## src/rtl/mult_seq.sv

```systemverilog
// Sequential 32x32 unsigned shift-and-add multiplier with a start/busy/done handshake.
// Define MULT_EARLY_DONE_EN to end the iteration as soon as no multiplier bits remain.
module mult_seq (
  input  logic        clk,
  input  logic        rst_n,
  input  logic        start,
  input  logic [31:0] a,
  input  logic [31:0] b,
  output logic        busy,
  output logic        done,
  output logic [63:0] product
);

  typedef enum logic [1:0] {
    IDLE = 2'd0,
    CALC = 2'd1,
    DONE = 2'd2
  } state_t;

  state_t      state;
  logic [63:0] mcand;
  logic [31:0] mplr;
  logic [63:0] acc;
  logic [4:0]  count;

  logic [63:0] acc_next;
  logic [31:0] mplr_shift;
  logic        last_iter;

  // The add for the current iteration feeds both acc and, on the final
  // iteration, product, so the result includes the last partial product.
  always_comb begin
    acc_next   = mplr[0] ? (acc + mcand) : acc;
    mplr_shift = mplr >> 1;
`ifdef MULT_EARLY_DONE_EN
    last_iter  = (mplr_shift == 32'h0) || (count == 5'd31);
`else
    last_iter  = (count == 5'd31);
`endif
  end

  always_ff @(posedge clk) begin
    if (!rst_n) begin
      state   <= IDLE;
      busy    <= 1'b0;
      done    <= 1'b0;
      product <= 64'h0;
      mcand   <= 64'h0;
      mplr    <= 32'h0;
      acc     <= 64'h0;
      count   <= 5'd0;
    end else begin
      case (state)
        IDLE: begin
          done <= 1'b0;
          if (start) begin
            state <= CALC;
            busy  <= 1'b1;
            mcand <= {32'h0, a};
            mplr  <= b;
            acc   <= 64'h0;
            count <= 5'd0;
          end
        end
        CALC: begin
          acc   <= acc_next;
          mcand <= mcand << 1;
          mplr  <= mplr_shift;
          count <= count + 5'd1;
          if (last_iter) begin
            state   <= DONE;
            busy    <= 1'b0;
            done    <= 1'b1;
            product <= acc_next;
          end
        end
        DONE: begin
          // start is deliberately not sampled here; a request must wait for IDLE.
          done  <= 1'b0;
          state <= IDLE;
        end
        default: begin
          state <= IDLE;
          busy  <= 1'b0;
          done  <= 1'b0;
        end
      endcase
    end
  end

endmodule

```

## config.mk

```make
export PLATFORM = sky130hd
export DESIGN_NAME = mult_seq
export DESIGN_NICKNAME = d
export VERILOG_FILES = /design/src/rtl/mult_seq.sv
export SDC_FILE = /design/constraint.sdc
export NUM_CORES = 1
export LEC_CHECK = 0
export CORE_MARGIN = 2
export CORE_UTILIZATION = 59
export CTS_BUF_LIST = sky130_fd_sc_hd__clkbuf_8
export CTS_CLUSTER_SIZE = 12
export DETAILED_ROUTE_END_ITERATION = 6
export PLACE_DENSITY_LB_ADDON = 0.12
export SLEW_MARGIN = 25
export SYNTH_ARGS = -nofsm -noshare
export SYNTH_HDL_FRONTEND = slang
export SYNTH_SLANG_ARGS = --single-unit
```

## constraint.sdc

```tcl
create_clock -name clk -period 3.5 [get_ports clk]
set_clock_uncertainty 0.2 [all_clocks]
set_input_delay 0.35 -clock clk [delete_from_list [all_inputs] [get_ports clk]]
set_output_delay 0.35 -clock clk [all_outputs]
set_load 0.03 [all_outputs]
```

==> impl_metrics.toml, run 1 <==
[outcome]
status = "finished, final reports clean"

[synthesis]
synthTopCellsByArea = "dfxtp_1 37%, nor2_1 7.7%, ha_1 6.4%"
synthArstFlopShare = 0
synth-seq-area-share = 0.366
synth_area_mm2 = 0.0127
syn_nets = 1713
avgSynthCellArea_um2 = 8.06
netlist.area_leader.share = 0.366
ys_seq_elements = 233
synth_edf_count = 0
ys.flop_type = "dfxtp_1"
synth_area_leader_cell = "dfxtp_1"
yosysWarnings = 0
synth_cell_types = 64
synthCells = 1580

[timing]
setup-violations-final = 0
fin_crit_sh = 0.953
hold_viol_final = 0
period_needed_ns = 3.34
report.final.slew_viol_count = 0
rsz0062_at_grt = "yes"
clock.fmax_ghz = 0.300
worst_slack_ns = 0.165
worst_slew_pin_slew_ns = 0.897
slew_headroom = 0.402

[detailed_routing]
dr.pass1.iters = 5
post_drt_wl_per_cell_um = 18.4
drcViolationCount = 0
drt_iter0_markers = 861
num_vias = 12300
wl_um = 36500
viasPerCell = 6.19
final_antenna_net_count = 0

[worst_setup_path]
setup.worst_path.start = "mcand[30]"
worst_setup_path_start_kind = "register"
critPathCaptureType = "register"
required_ns = 3.69
arrival_ns = 3.53
crit_fanout = 5
critPathKind = "register to register"
rr_startpoint = "mcand[30]"
r2r_slack_ns = 0.16

[place]
hpwl_um = 25600
port_buffers = 132
preCtsSetupSlack_ns = 0.0951
gp_congestion = 0.986

[flow_run]
cap_viol_max_count = 0

[layout]
fillerInstances = 1740
layout.nets = 1816
layout-drive-gt1-share = 0.0878
area_growth_pct = 19.1
n_antenna_cell = 0

[grt]
grt_max_degree = 80
track_usage = 0.317
antenna_found_initial = 0
grt_pass1_wl_um = 58200
overflow = 0
grt_pass1_vias = 11500

[clocking]
cts_sinks = 233
cts_buffers = 41
ctsHoldBuffers = 0
clockBufferDepth = 3
tritoncts = "done"
htreeDepth = 2
worstSkewPairLatency_ns = 0.54
cts_root_buf = "clkbuf_8"
clk_pin_slew_worst_paths_ns = 0.06

[pwr]
ir_drop_mv = 0.341
cellLeakagePower_uw = 0.00605
total_power_uw = 5940
powerDensity_mw_per_mm2 = 392

[hold_path]
worstHoldPathType = "primary input to register"
hold_path_startpoint = "b[31]"

[die]
core_area_mm2 = 0.0211
std_cell_rows = 53
die_y_um = 151
fp.dieW_um = 151
io_pins = 133
initial_core_util = 0.604
dieArea_mm2 = 0.0228
==> critical path, cell delays in order (launching register included) <==
cell and delay, ns:
dfxtp_1 0.33, ha_1 0.37, a21oi_1 0.19, o21ai_0 0.18
a211oi_1 0.34, o21ai_0 0.24, nor3_1 0.37, o31ai_1 0.12
buf_4 0.16, a211o_1 0.32, xor2_1 0.17, mux2i_1 0.13
a21oi_1 0.08
==> layout by cell type, fill, tap and decap left out, types with 31 or more instances in the layout <==
cell,n
nand3_1,45
ha_1,61
o21ai_0,87
a211oi_1,33
clkdlybuf4s50_1,131
inv_1,34
clkbuf_8,50
dfxtp_1,232
a21oi_1,134
a22o_1,31
nor2_1,258
nand2_1,112
mux2i_1,50
o221ai_1,64
buf_4,51
xnor2_1,35
==> area by class of cell <==
type	count	area, um^2	area share
Sequential cell	233	4670	0.308
Inverter	24	90.1	0.00594
Tap cell	275	344	0.0227
Clock buffer	50	688	0.0454
Clock inverter	18	82.6	0.00545
Multi-Input combinational cell	1200	7590	0.500
Timing Repair Buffer	183	1700	0.112
==> metrics by stage <==
step	hold WS [ns]	instance area, um^2	std cells	TNS [ns]	utilization
2_1_floorplan	0.241	12700	1580	0	-
3_3_place_gp	0.246	14300	1915	0	0.680
3_5_place_dp	0.254	14300	1915	0	0.680
4_1_cts	0.152	15100	1983	0	0.716
5_1_grt	0.178	15200	1983	-0.0462	0.719
6_report	0.169	15200	1983	0	0.719
==> final timing paths <==
path,end,depth (start not counted)
worst min register to register,product[1],2
worst max-delay path,product[59],12
worst max register to register,product[59],12
worst min-delay path,mplr[31],3
==> timing repair <==
action	4_1_cts	5_1_grt
setup endpoints to repair	0	27
resized for setup	0	16
setup buffers	0	0
endpoints found under the hold margin	0	0
==> synth_stat cells, types with 5 or more instances <==
library cell  count
o21ai_0          90
ha_1             65
a21oi_1         138
a22o_1           31
nor2b_1           9
o211a_1           5
mux2i_1          50
dfxtp_1         233
a22oi_1          14
a21o_1           27
o21a_1           15
and2_1            5
o31ai_1           9
o221ai_1         64
o211ai_1          6
clkbuf_1        111
nand2b_1         10
and3_1            8
buf_1             8
nand3_1          45
nand2_1         113
nor3_1           24
nand4_1          26
o21bai_1         14
inv_1            23
xnor2_1          35
a31oi_1          28
xor2_1           22
a211oi_1         34
nor2_1          260
==> state kept, by name, indices dropped and copies added, names as in the netlist <==
| signal | flops |
|---|---|
| acc | 64 |
| busy | 1 |
| count | 5 |
| done | 1 |
| mcand | 64 |
| mplr | 32 |
| product | 64 |
| state | 2 |
==> where the power goes <==
part / internal (uW) / switching (uW) / total (uW)
clock: 1280 / 1100 / 2390
sequential: 2740 / 72.9 / 2810
combinational: 282 / 455 / 737
total: 4310 / 1630 / 5940
==> routing by layer <==
layer  global-route usage  wire length, um  up-vias  share of wire
met5                    0                0        -              0
met4                0.106              982        0          0.027
met3               0.0593             3140       72          0.086
met2                0.486            15800      496           0.43
met1                0.449            16600     5734           0.46
li1                     -                -     5966              -
==> cells by family (layout without fill, tap and decap cells) <==
family / after synthesis / count (layout) / share of synthesized area
mux: 52 / 52 / 0.0411
flops: 233 / 233 / 0.366
compound gates: 503 / 503 / 0.266
fa+ha+maj: 66 / 66 / 0.0654
simple gates: 522 / 522 / 0.179
buf+inv: 147 / 275 / 0.0437
xor+xnor: 57 / 57 / 0.0392
Note: power is estimated with default switching activity, not from simulation.
==> run 2: changes to the inputs <==
Settings changed: CTS_CLUSTER_DIAMETER from default to 100, HOLD_SLACK_MARGIN from default to 0.12.
==> run 2 against run 1 <==
  * Global-route usage shrank 0.46 points
  * Routed wire length shrank 0.94%
  * Critical path type unchanged
  * Worst setup slack gained 0.0086 ns
==> impl_metrics.toml, run 2 (same netlist as run 1, synthesis figures left out) <==
[outcome]
status = "finished, final reports clean"

[clocking]
postCtsSetupBuffers = 0
cts_buffers = 23
htreeDepth = 1
clockBufferDepth = 3
clk_pin_slew_worst_paths_ns = 0.08
tritoncts = "done"
cts_root_buf = "clkbuf_8"
cts_sinks = 233
worstSkewPairLatency_ns = 0.58

[die]
fp.dieW_um = 151
std_cell_rows = 53
core_area_mm2 = 0.0211
initial_core_util = 0.604
die_y_um = 151
io_pins = 133
dieArea_mm2 = 0.0228

[worst_setup_path]
slowest_stage = "a2111oi_4"
rr_worst_depth = 12
arrival_ns = 3.60
critPathCaptureType = "register"
critPathKind = "register to register"
worst_setup_path_start_kind = "register"
max_stage_delay_ns = 0.42
crit_fanout = 6
crit_top_cell = "o21ai_2"
required_ns = 3.77
path_cells = "ha_1, nand2_2, o21ai_2, o21ai_2, or3_4, a2111oi_4, o21ai_2, o41ai_4, buf_4, a21boi_2, xor2_1, a2111oi_2"

[place]
port_buffers = 132
preCtsSetupSlack_ns = 0.0951
hpwl_um = 25600
gp_congestion = 0.986

[layout]
fillerInstances = 1760
n_antenna_cell = 0
final_common_cell = "nor2_1"
layout-drive-gt1-share = 0.0696
area_growth_pct = 15.6
layout_common_cells = "258 x nor2_1, 232 x dfxtp_1, 134 x a21oi_1"
layout.nets = 1799
top_regs = "acc: 64 flops, mcand: 64 flops, product: 64 flops"

[detailed_routing]
final_antenna_net_count = 0
num_vias = 12200
viasPerCell = 6.26
post_drt_wl_per_cell_um = 18.6
drcViolationCount = 0
dr.pass1.iters = 5
wl_um = 36100
drt_iter0_markers = 846

[timing]
setup-violations-final = 0
period_needed_ns = 3.33
clock.fmax_ghz = 0.301
report.final.slew_viol_count = 0
finalSetupTns_ns = 0
worst_slew_pin_slew_ns = 0.897
slew_headroom = 0.402
hold_viol_final = 0
worst_slack_ns = 0.173
fin_crit_sh = 0.951
holdWs_ns = 0.194

[grt]
antenna_found_initial = 0
grt_pass1_vias = 11300
overflow = 0
track_usage = 0.312
grt_pass1_wl_um = 57600
grt_max_degree = 80

[pwr]
ir_drop_mv = 0.258
powerDensity_mw_per_mm2 = 343
cellLeakagePower_uw = 0.00579

[hold_path]
worstHoldPathType = "primary input to register"
hold_depth = 3

[flow_run]
cap_viol_max_count = 0
[run 2: cell types whose count changed in the layout (fill, tap and decap cells not counted)]
cell and delta:
clkbuf_8 -27, a221oi_2 -1, clkinvlp_4 -1, a221oi_1 +1, clkinv_4 -1, o21ai_0 -1
o21ai_1 +1, clkinv_2 -5, inv_6 +1, inv_1 -10, dlygate4sd3_1 +1
[run 2: power by group]
group / leakage, uW / internal [uW] / switching, uW
Sequential: 0.00189 / 2740 / 72.7
Combinational: 0.00372 / 283 / 454
Clock: 0.000175 / 593 / 909
[run 2: layout make-up]
cell class / count / area, um^2 / area share
flip-flops and latches: 233 / 4670 / 0.317
multi-input cells: 1200 / 7580 / 0.515
clock inverters: 2 / 12.5 / 0.000850
clock buffers: 23 / 317 / 0.0215
inverters: 24 / 90.1 / 0.00612
well taps: 275 / 344 / 0.0234
repair buffers: 184 / 1710 / 0.116
[run 2: final timing paths]
path	slack [ns]	startpoint	end
setup / recovery	0.17	mcand[3]	product[61]
hold / removal	0.19	a[0]	mcand[0]
setup reg to reg	0.17	mcand[3]	product[61]
hold reg to reg	0.26	product[1]	product[1]
[run 2: worst max-delay path: cells and delay by family (launching register included)]
family | cells | cell delay [ns]
compound gates | 7 | 1.51
xor+xnor | 1 | 0.16
fa+ha+maj | 1 | 0.34
buf+inv | 1 | 0.21
flops | 1 | 0.34
simple gates | 2 | 0.48
[run 2: timing repair]
action,4_1_cts,5_1_grt
hold buffers,1,0
endpoints found under the hold margin,1,0
setup endpoints to repair,0,28
resized for setup,0,16
[run 2: per-stage QoR]
step,power (uW),util,instances,area [um^2]
after detailed placement,3590,0.680,1915,14300
after global routing,5240,0.698,1941,14700
after floorplan,3330,-,1580,12700
after CTS,5070,0.696,1941,14700
after global placement,3580,0.680,1915,14300
final,5050,0.698,1941,14700
[run 2: per-layer routing]
metal | track usage | up-vias | part of all wire
met1 | 0.447 | 5710 | 0.45
li1 | - | 5907 | -
met2 | 0.485 | 470 | 0.43
met3 | 0.0503 | 65 | 0.085
met4 | 0.0925 | 0 | 0.028
met5 | 0 | - | 0
